==> config.mk <==
export PLATFORM = sky130hd
export DESIGN_NAME = mul_issue
export DESIGN_NICKNAME = d
export VERILOG_FILES = /design/src/rtl/mul_issue.sv
export SDC_FILE = /design/constraint.sdc
export NUM_CORES = 1
export LEC_CHECK = 0
export CORE_MARGIN = 2
export CORE_UTILIZATION = 51
export CTS_BUF_LIST = sky130_fd_sc_hd__clkbuf_4 sky130_fd_sc_hd__clkbuf_8 sky130_fd_sc_hd__clkbuf_16
export DETAILED_ROUTE_END_ITERATION = 6
export DONT_BUFFER_PORTS = 1
export PLACE_DENSITY = 0.75
export SLEW_MARGIN = 10
export SYNTH_ARGS = -nofsm -noshare
export SYNTH_HDL_FRONTEND = slang
export SYNTH_SLANG_ARGS = --single-unit
==> constraint.sdc <==
create_clock -name clk -period 6.8 [get_ports clk]
set_clock_uncertainty 0.15 [all_clocks]
set_input_delay 0.68 -clock clk [delete_from_list [all_inputs] [get_ports clk]]
set_output_delay 0.68 -clock clk [all_outputs]
set_load 0.02 [all_outputs]
==> src/rtl/mul_issue.sv <==
// Issue scheduler for the mul/div/bit-manipulation unit: age-ordered compacting
// queue with operand wakeup, commit-register kill and a single-divider guard.
module mul_issue #(
  parameter int unsigned NQ         = 4,
  parameter int unsigned CNTRL_SIZE = 7,
  parameter int unsigned NCOMMIT    = 32,
  parameter int unsigned LNCOMMIT   = 5,
  parameter int unsigned NHART      = 1,
  parameter int unsigned LNHART     = 0,
  parameter int unsigned RA         = 5,
  localparam int unsigned HW        = (NHART == 1) ? 1 : LNHART
) (
  input  logic                  clk,
  input  logic                  reset,
  input  logic                  in_valid,
  output logic                  in_ready,
  input  logic [CNTRL_SIZE-1:0] in_control,
  input  logic [LNCOMMIT-1:0]   in_rd,
  input  logic                  in_makes_rd,
  input  logic [HW-1:0]         in_hart,
  input  logic [RA:0]           in_rs1,
  input  logic [RA:0]           in_rs2,
  input  logic                  in_rs1_pend,
  input  logic                  in_rs2_pend,
  input  logic [LNCOMMIT-1:0]   in_rs1_tag,
  input  logic [LNCOMMIT-1:0]   in_rs2_tag,
  input  logic [NCOMMIT-1:0]    wake,
  input  logic [NCOMMIT-1:0]    commit_kill_0,
  input  logic                  divide_busy,
  output logic                  enable,
  output logic [CNTRL_SIZE-1:0] control,
  output logic [LNCOMMIT-1:0]   rd,
  output logic                  makes_rd,
  output logic [HW-1:0]         hart,
  output logic [RA:0]           rf_rs1,
  output logic [RA:0]           rf_rs2,
  output logic                  empty
);

  localparam int unsigned CW = $clog2(NQ + 1);
  localparam int unsigned LQ = $clog2(NQ);

  typedef struct packed {
    logic                  valid;
    logic [CNTRL_SIZE-1:0] control;
    logic [LNCOMMIT-1:0]   rd;
    logic                  makes_rd;
    logic [HW-1:0]         hart;
    logic [RA:0]           rs1;
    logic [RA:0]           rs2;
    logic                  pend1;
    logic [LNCOMMIT-1:0]   tag1;
    logic                  pend2;
    logic [LNCOMMIT-1:0]   tag2;
  } entry_t;

  entry_t                r_q   [NQ];
  entry_t                w_q_d [NQ];
  logic                  r_enable;
  logic [CNTRL_SIZE-1:0] r_control;
  logic [LNCOMMIT-1:0]   r_rd;
  logic                  r_makes_rd;
  logic [HW-1:0]         r_hart;
  logic [RA:0]           r_rf_rs1;
  logic [RA:0]           r_rf_rs2;

  logic [CW-1:0] w_count;
  logic          w_div_ok;
  logic          w_sel_valid;
  logic [LQ-1:0] w_sel;
  logic          w_issue;

  // bit0 or bit5 of the control field marks the mul class; everything else uses the divider
  function automatic logic f_is_mul(input logic [CNTRL_SIZE-1:0] c);
    return c[0] | c[5];
  endfunction

  // Occupancy and oldest-eligible selection from registered state only
  always_comb begin
    w_count     = '0;
    w_sel_valid = 1'b0;
    w_sel       = '0;
    // A div just issued has not yet raised divide_busy, so guard it here
    w_div_ok    = !divide_busy && !(r_enable && !f_is_mul(r_control));
    for (int i = NQ - 1; i >= 0; i--) begin
      w_count = w_count + CW'(r_q[i].valid);
      if (r_q[i].valid && !r_q[i].pend1 && !r_q[i].pend2 &&
          (f_is_mul(r_q[i].control) || w_div_ok)) begin
        w_sel_valid = 1'b1;
        w_sel       = LQ'(i);
      end
    end
    w_issue = w_sel_valid && !commit_kill_0[r_q[w_sel].rd];
  end

  assign in_ready = (w_count < CW'(NQ));
  assign empty    = (w_count == '0);

  // Next queue: survivors compacted in age order, then the new entry appended
  always_comb begin
    logic          w_keep;
    logic [CW-1:0] w_pos;
    w_keep = 1'b0;
    w_pos  = '0;
    for (int j = 0; j < NQ; j++) begin
      w_q_d[j] = '0;
    end
    for (int i = 0; i < NQ; i++) begin
      w_keep = r_q[i].valid && !commit_kill_0[r_q[i].rd] &&
               !(w_sel_valid && (w_sel == LQ'(i)));
      if (w_keep) begin
        for (int j = 0; j < NQ; j++) begin
          if (w_pos == CW'(j)) begin
            w_q_d[j]       = r_q[i];
            w_q_d[j].pend1 = r_q[i].pend1 && !wake[r_q[i].tag1];
            w_q_d[j].pend2 = r_q[i].pend2 && !wake[r_q[i].tag2];
          end
        end
        w_pos = w_pos + CW'(1);
      end
    end
    if (in_valid && in_ready && !commit_kill_0[in_rd]) begin
      for (int j = 0; j < NQ; j++) begin
        if (w_pos == CW'(j)) begin
          w_q_d[j].valid    = 1'b1;
          w_q_d[j].control  = in_control;
          w_q_d[j].rd       = in_rd;
          w_q_d[j].makes_rd = in_makes_rd;
          w_q_d[j].hart     = in_hart;
          w_q_d[j].rs1      = in_rs1;
          w_q_d[j].rs2      = in_rs2;
          w_q_d[j].pend1    = in_rs1_pend && !wake[in_rs1_tag];
          w_q_d[j].tag1     = in_rs1_tag;
          w_q_d[j].pend2    = in_rs2_pend && !wake[in_rs2_tag];
          w_q_d[j].tag2     = in_rs2_tag;
        end
      end
    end
  end

  // Queue and issue output registers
  always_ff @(posedge clk) begin
    if (reset) begin
      for (int i = 0; i < NQ; i++) begin
        r_q[i] <= '0;
      end
      r_enable   <= 1'b0;
      r_control  <= '0;
      r_rd       <= '0;
      r_makes_rd <= 1'b0;
      r_hart     <= '0;
      r_rf_rs1   <= '0;
      r_rf_rs2   <= '0;
    end else begin
      for (int i = 0; i < NQ; i++) begin
        r_q[i] <= w_q_d[i];
      end
      r_enable <= w_issue;
      if (w_issue) begin
        r_control  <= r_q[w_sel].control;
        r_rd       <= r_q[w_sel].rd;
        r_makes_rd <= r_q[w_sel].makes_rd;
        r_hart     <= r_q[w_sel].hart;
        r_rf_rs1   <= r_q[w_sel].rs1;
        r_rf_rs2   <= r_q[w_sel].rs2;
      end
    end
  end

  assign enable   = r_enable;
  assign control  = r_control;
  assign rd       = r_rd;
  assign makes_rd = r_makes_rd;
  assign hart     = r_hart;
  assign rf_rs1   = r_rf_rs1;
  assign rf_rs2   = r_rf_rs2;

endmodule

# [Word level (Yosys, flattened, before mapping)]
# Memory sizes are Yosys's and may differ from the RTL's.
# Index checks and enable logic that the tools add are counted.
[op_classes] n_addsub=6 magnitude_cmp=17 eq_ne=15 n_mux=72 n_bitwise=9 reduce_logical=80
[op_table] cell="39-bit two-way mux" n=21
[op_table] cell="156-bit two-way mux" n=4
[op_table] cell="5-bit by 6-bit < comparator with 1-bit output (second input constant)" n=16
[op_table] cell="1-bit binary-select mux with 5-bit select" n=16
[op_table] cell="1-bit logical AND" n=39
[op_table] cell="1-bit zero test" n=31
[op_table] cell="3-bit by 2-bit equality test with 1-bit output (second input constant)" n=8
[op_table] cell="1-bit two-way mux" n=24
[op_table] cell="3-bit zero test" n=5
[op_table] cell="3-bit by 1-bit equality test with 1-bit output (second input constant)" n=4
[op_table] cell="3-bit by 1-bit adder with 3-bit output (second input constant)" n=3
[op_table] cell="3-bit two-way mux" n=3
[op_table] cell="1-bit bitwise OR" n=9
[op_table] cell="2-bit two-way mux" n=4
[op_table] cell="2-bit equality test (second input constant)" n=2
[op_table] cell="1-bit logical OR" n=4
[op_table] cell="2-bit by 1-bit adder with 3-bit output" n=1
[op_table] cell="3-bit by 1-bit adder with 3-bit output" n=1
[op_table] cell="3-bit < comparator (second input constant)" n=1
[op_table] cell="1-bit by 1-bit adder with 2-bit output" n=1
[op_table] cell="2-bit by 1-bit equality test with 1-bit output (second input constant)" n=1
[op_table] cell="2-bit zero test" n=1
[word_totals] regBits=27 mem_bits_rw=156 inputBits=106 out_inout_bits=29 wordCells=207 mem_count=1
[mem_list] name="r_q" words=4 word_bits=39 rd=5 rd_ports_with_merged_regs=0 wr=4 line="57" rtl="entry_t r_q [NQ];"

# [Longest topological paths before layout]
[depth] ltp_word=26 mapped_depth=21 ltp_nobuf=16

# [Worst setup path after synthesis]
# OpenSTA, ideal clock, no wires.
[synth_path] path_type="in2reg" startpoint="input port commit_kill_0[31]" endpoint="memory r_q[2][11] (netlist bit)" setup_time_ns=0.114 t_arrival_ns=4.599 required_time_ns=6.536 setup_slack_ns=1.937 cell_stages=19 path_buffers=5 path_cell_list="mux4_2 mux4_2 mux2i_1 and3_1 buf_2 buf_1 ha_1 clkbuf_1 inv_1 mux2i_1 ha_1 ha_1 nand2_1 o221ai_1 o211ai_1 a211o_1 buf_2 buf_4 a21o_1"
[synth_lines] element="from (decl)" line="28" rtl="input logic [NCOMMIT-1:0] commit_kill_0,"
[synth_lines] element="to (decl)" line="57"

==> results.yml <==
timing:
  worst_slew_pin_slew_ns: 1.21
  slew_violations: 0
  finalSetupViolCount: 0
  finalCriticalPeriod_ns: 5.85
  rsz0062_at_grt: "no"
  hold_ws_ns: 0.198
  slew_headroom_pct: 19.1
  fin_crit_sh_pct: 86.0
  setup_tns_ns: 0
  max_freq_mhz: 171
  finalHoldViolCount: 0
die:
  dieArea_sq_mm: 0.0299
  pin_count: 135
  dieWidth_microns: 173
  initial_utilization_pct: 52.0
  die_height_microns: 173
  core_sq_mm: 0.0279
  num_rows: 61
detailed_routing:
  drt_iter0_drc: 1818
  routedWlPerCell_microns: 26.4
  wl_mm: 48.0
  detail-route-antenna-nets: 0
  via_count: 13489
  drc: 0
  avgViaCountPerCell: 7.42
  drt_pass1_iterations: 5
power_and_ir_drop:
  ir_worst_vdd_mv: 0.180
  power_density_mw_per_mm2: 161
  p_leak_nw: 5.21
worst_setup_path:
  path_cells: "mux4_2, mux4_2, mux2i_1, and3_2, ha_1, inv_1, mux2i_1, ha_1, ha_1, nand3_1, o21ai_0, o211ai_1, a211o_4, nor2_1, a311oi_2"
  critPathCaptureType: "flop"
  critPathSlowestCell: "a211o_4"
  critPathMostFrequentCell: "ha_1"
  cp.required_ns: 7.01
  critPathKind: "reg -> reg"
  critical_path_buf_inv_count: 1
  critPathTopFamily: "multiplexers"
  critPathArrivalTime_ns: 6.06
  cp-start-kind: "flop"
  cp_max_fo: 76
  crit_path_max_incr_delay_ns: 0.77
layout:
  post-route-util_pct: 54.0
  antenna_cells: 0
  area_delta_synth_final_pct: 3.72
  drive_gt1_share_pct: 21.0
  final_common_cell: "nor2_1"
  most-common-layout-cells: "nor2_1, dfxtp_1, mux4_2, nand2_1, mux2i_1"
  nNetsFinal: 1546
clock_network:
  cts-root-buf: "clkbuf_16"
  postCtsSetupRepairBufs: 0
  hold_buffers: 0
  cts_sinks: 183
  tritoncts: "done"
  insertion_delay_ns: 0.44
  cts_resized: 0
  clk_pin_slew_ns: 0.07
  cts_max_level: 4
  clockBufferDepth: 2
  cts_buffers: 17
global_routing:
  gr-usage-all-layers_pct: 31.7
  antenna_found_initial: 0
  gr-total-overflow: 0
  grt_pass1_vias: 13064
  grt_pass1_wl_mm: 75.3
  grt_max_degree: 156
place:
  io_buffers: 0
  gp_congestion: 0.952
  dp_hpwl_mm: 30.2
synthesis:
  yosysTopAreaCellShare_pct: 25.2
  synth_area_leader_cell: "dfxtp_1"
  ys_top_cells_by_area: "dfxtp_1, mux4_2, nor2_1"
  synth_seq_cells: 183
  syn_nets: 1666
  ys.flop_type: "dfxtp_1"
  async_flop_share_pct: 0
  synth_edf_count: 0
  ys_seq_area_share_pct: 25.2
  synth_cells: 1548
  synthesis.area_sq_mm: 0.0145
  ys_warn_count: 0
  synth.distinct_cells: 64
  synth.avg_cell_area_sq_um: 9.39
job:
  cap_violations: 0
min_path:
  hold_class: "in -> reg"
run_status:
  status: "finished, final reports clean"
-- flip-flops by register name, indices dropped and copies added, names as in the netlist --
register  count
makes_rd      1
hart          1
r_q         156
rf_rs2        6
rf_rs1        6
rd            5
enable        1
control       7
-- Yosys cell counts, types with 36 or more instances --
cell type / count
mux4_2: 150
mux2i_1: 98
nor2_1: 279
nand2_1: 122
a22oi_1: 39
a21oi_1: 73
a211oi_1: 55
a311oi_2: 36
nand3_1: 50
nor3_1: 38
clkbuf_1: 99
a221oi_1: 70
dfxtp_1: 183
-- power by group --
part / switching, W / internal, W / total [W]
sequential: 0.0000347 / 0.00110 / 0.00113
combinational: 0.000149 / 0.000181 / 0.000330
clock: 0.000489 / 0.000484 / 0.000973
total: 0.000673 / 0.00176 / 0.00243
-- worst register-to-register path: stages, from the launching register on --
cell and delay, ns:
dfxtp_1 0.67, mux4_2 0.58, mux4_2 0.49, mux2i_1 0.24
and3_2 0.57, ha_1 0.52, inv_1 0.08, mux2i_1 0.34
ha_1 0.22, ha_1 0.24, nand3_1 0.07, o21ai_0 0.08
o211ai_1 0.24, a211o_4 0.77, nor2_1 0.24, a311oi_2 0.27
-- routing by layer --
metal / GRT usage [%] / wire length [microns]
met5: 0 / 0
met3: 8.64 / 6460
met4: 15.7 / 2120
met2: 49.3 / 21900
met1: 40.8 / 17500
-- path summary, 6_finish.rpt --
kind | from | end | slack (ns) | depth (start not counted)
min | reset | r_q[0][12]$_SDFF_PP0_ | 0.20 | 1
min reg2reg | r_q[3][32]$_SDFF_PP0_ | r_q[2][32]$_SDFF_PP0_ | 0.41 | 2
max | r_q[0][26]$_SDFF_PP0_ | r_q[2][29]$_SDFF_PP0_ | 0.95 | 15
max reg2reg | r_q[0][26]$_SDFF_PP0_ | r_q[2][29]$_SDFF_PP0_ | 0.95 | 15
-- area by class of cell --
| type | instances | area [sq um] |
|---|---|---|
| clock buffer | 17 | 425 |
| clock inverter | 15 | 136 |
| inverter | 17 | 63.8 |
| tap | 378 | 473 |
| fill | 2468 | 12900 |
| timing repair buffer | 27 | 215 |
| multi-input combinational | 1182 | 10100 |
| sequential | 183 | 3660 |
-- cells by family (layout without fill, tap and decap cells) --
kind of cell	Yosys count	in the layout	synth area share (%)
compound gates	401	401	22.9
xor+xnor	1	1	0.112
fa+ha+maj	12	12	1.08
buf+inv	183	76	5.84
flops	183	183	25.2
mux	249	249	30.1
simple gates	519	519	14.8
-- metrics by stage --
stage	setup slack (ns)	power (W)	std cells	instance area [sq um]
after floorplan	1.94	0.00143	1548	14500
after global placement	1.15	0.00147	1787	14500
after detailed placement	1.02	0.00148	1787	14500
after CTS	0.981	0.00244	1819	15100
after global routing	0.621	0.00251	1819	15100
final	0.949	0.00243	1819	15100
Power figures use the tool's default switching activity.
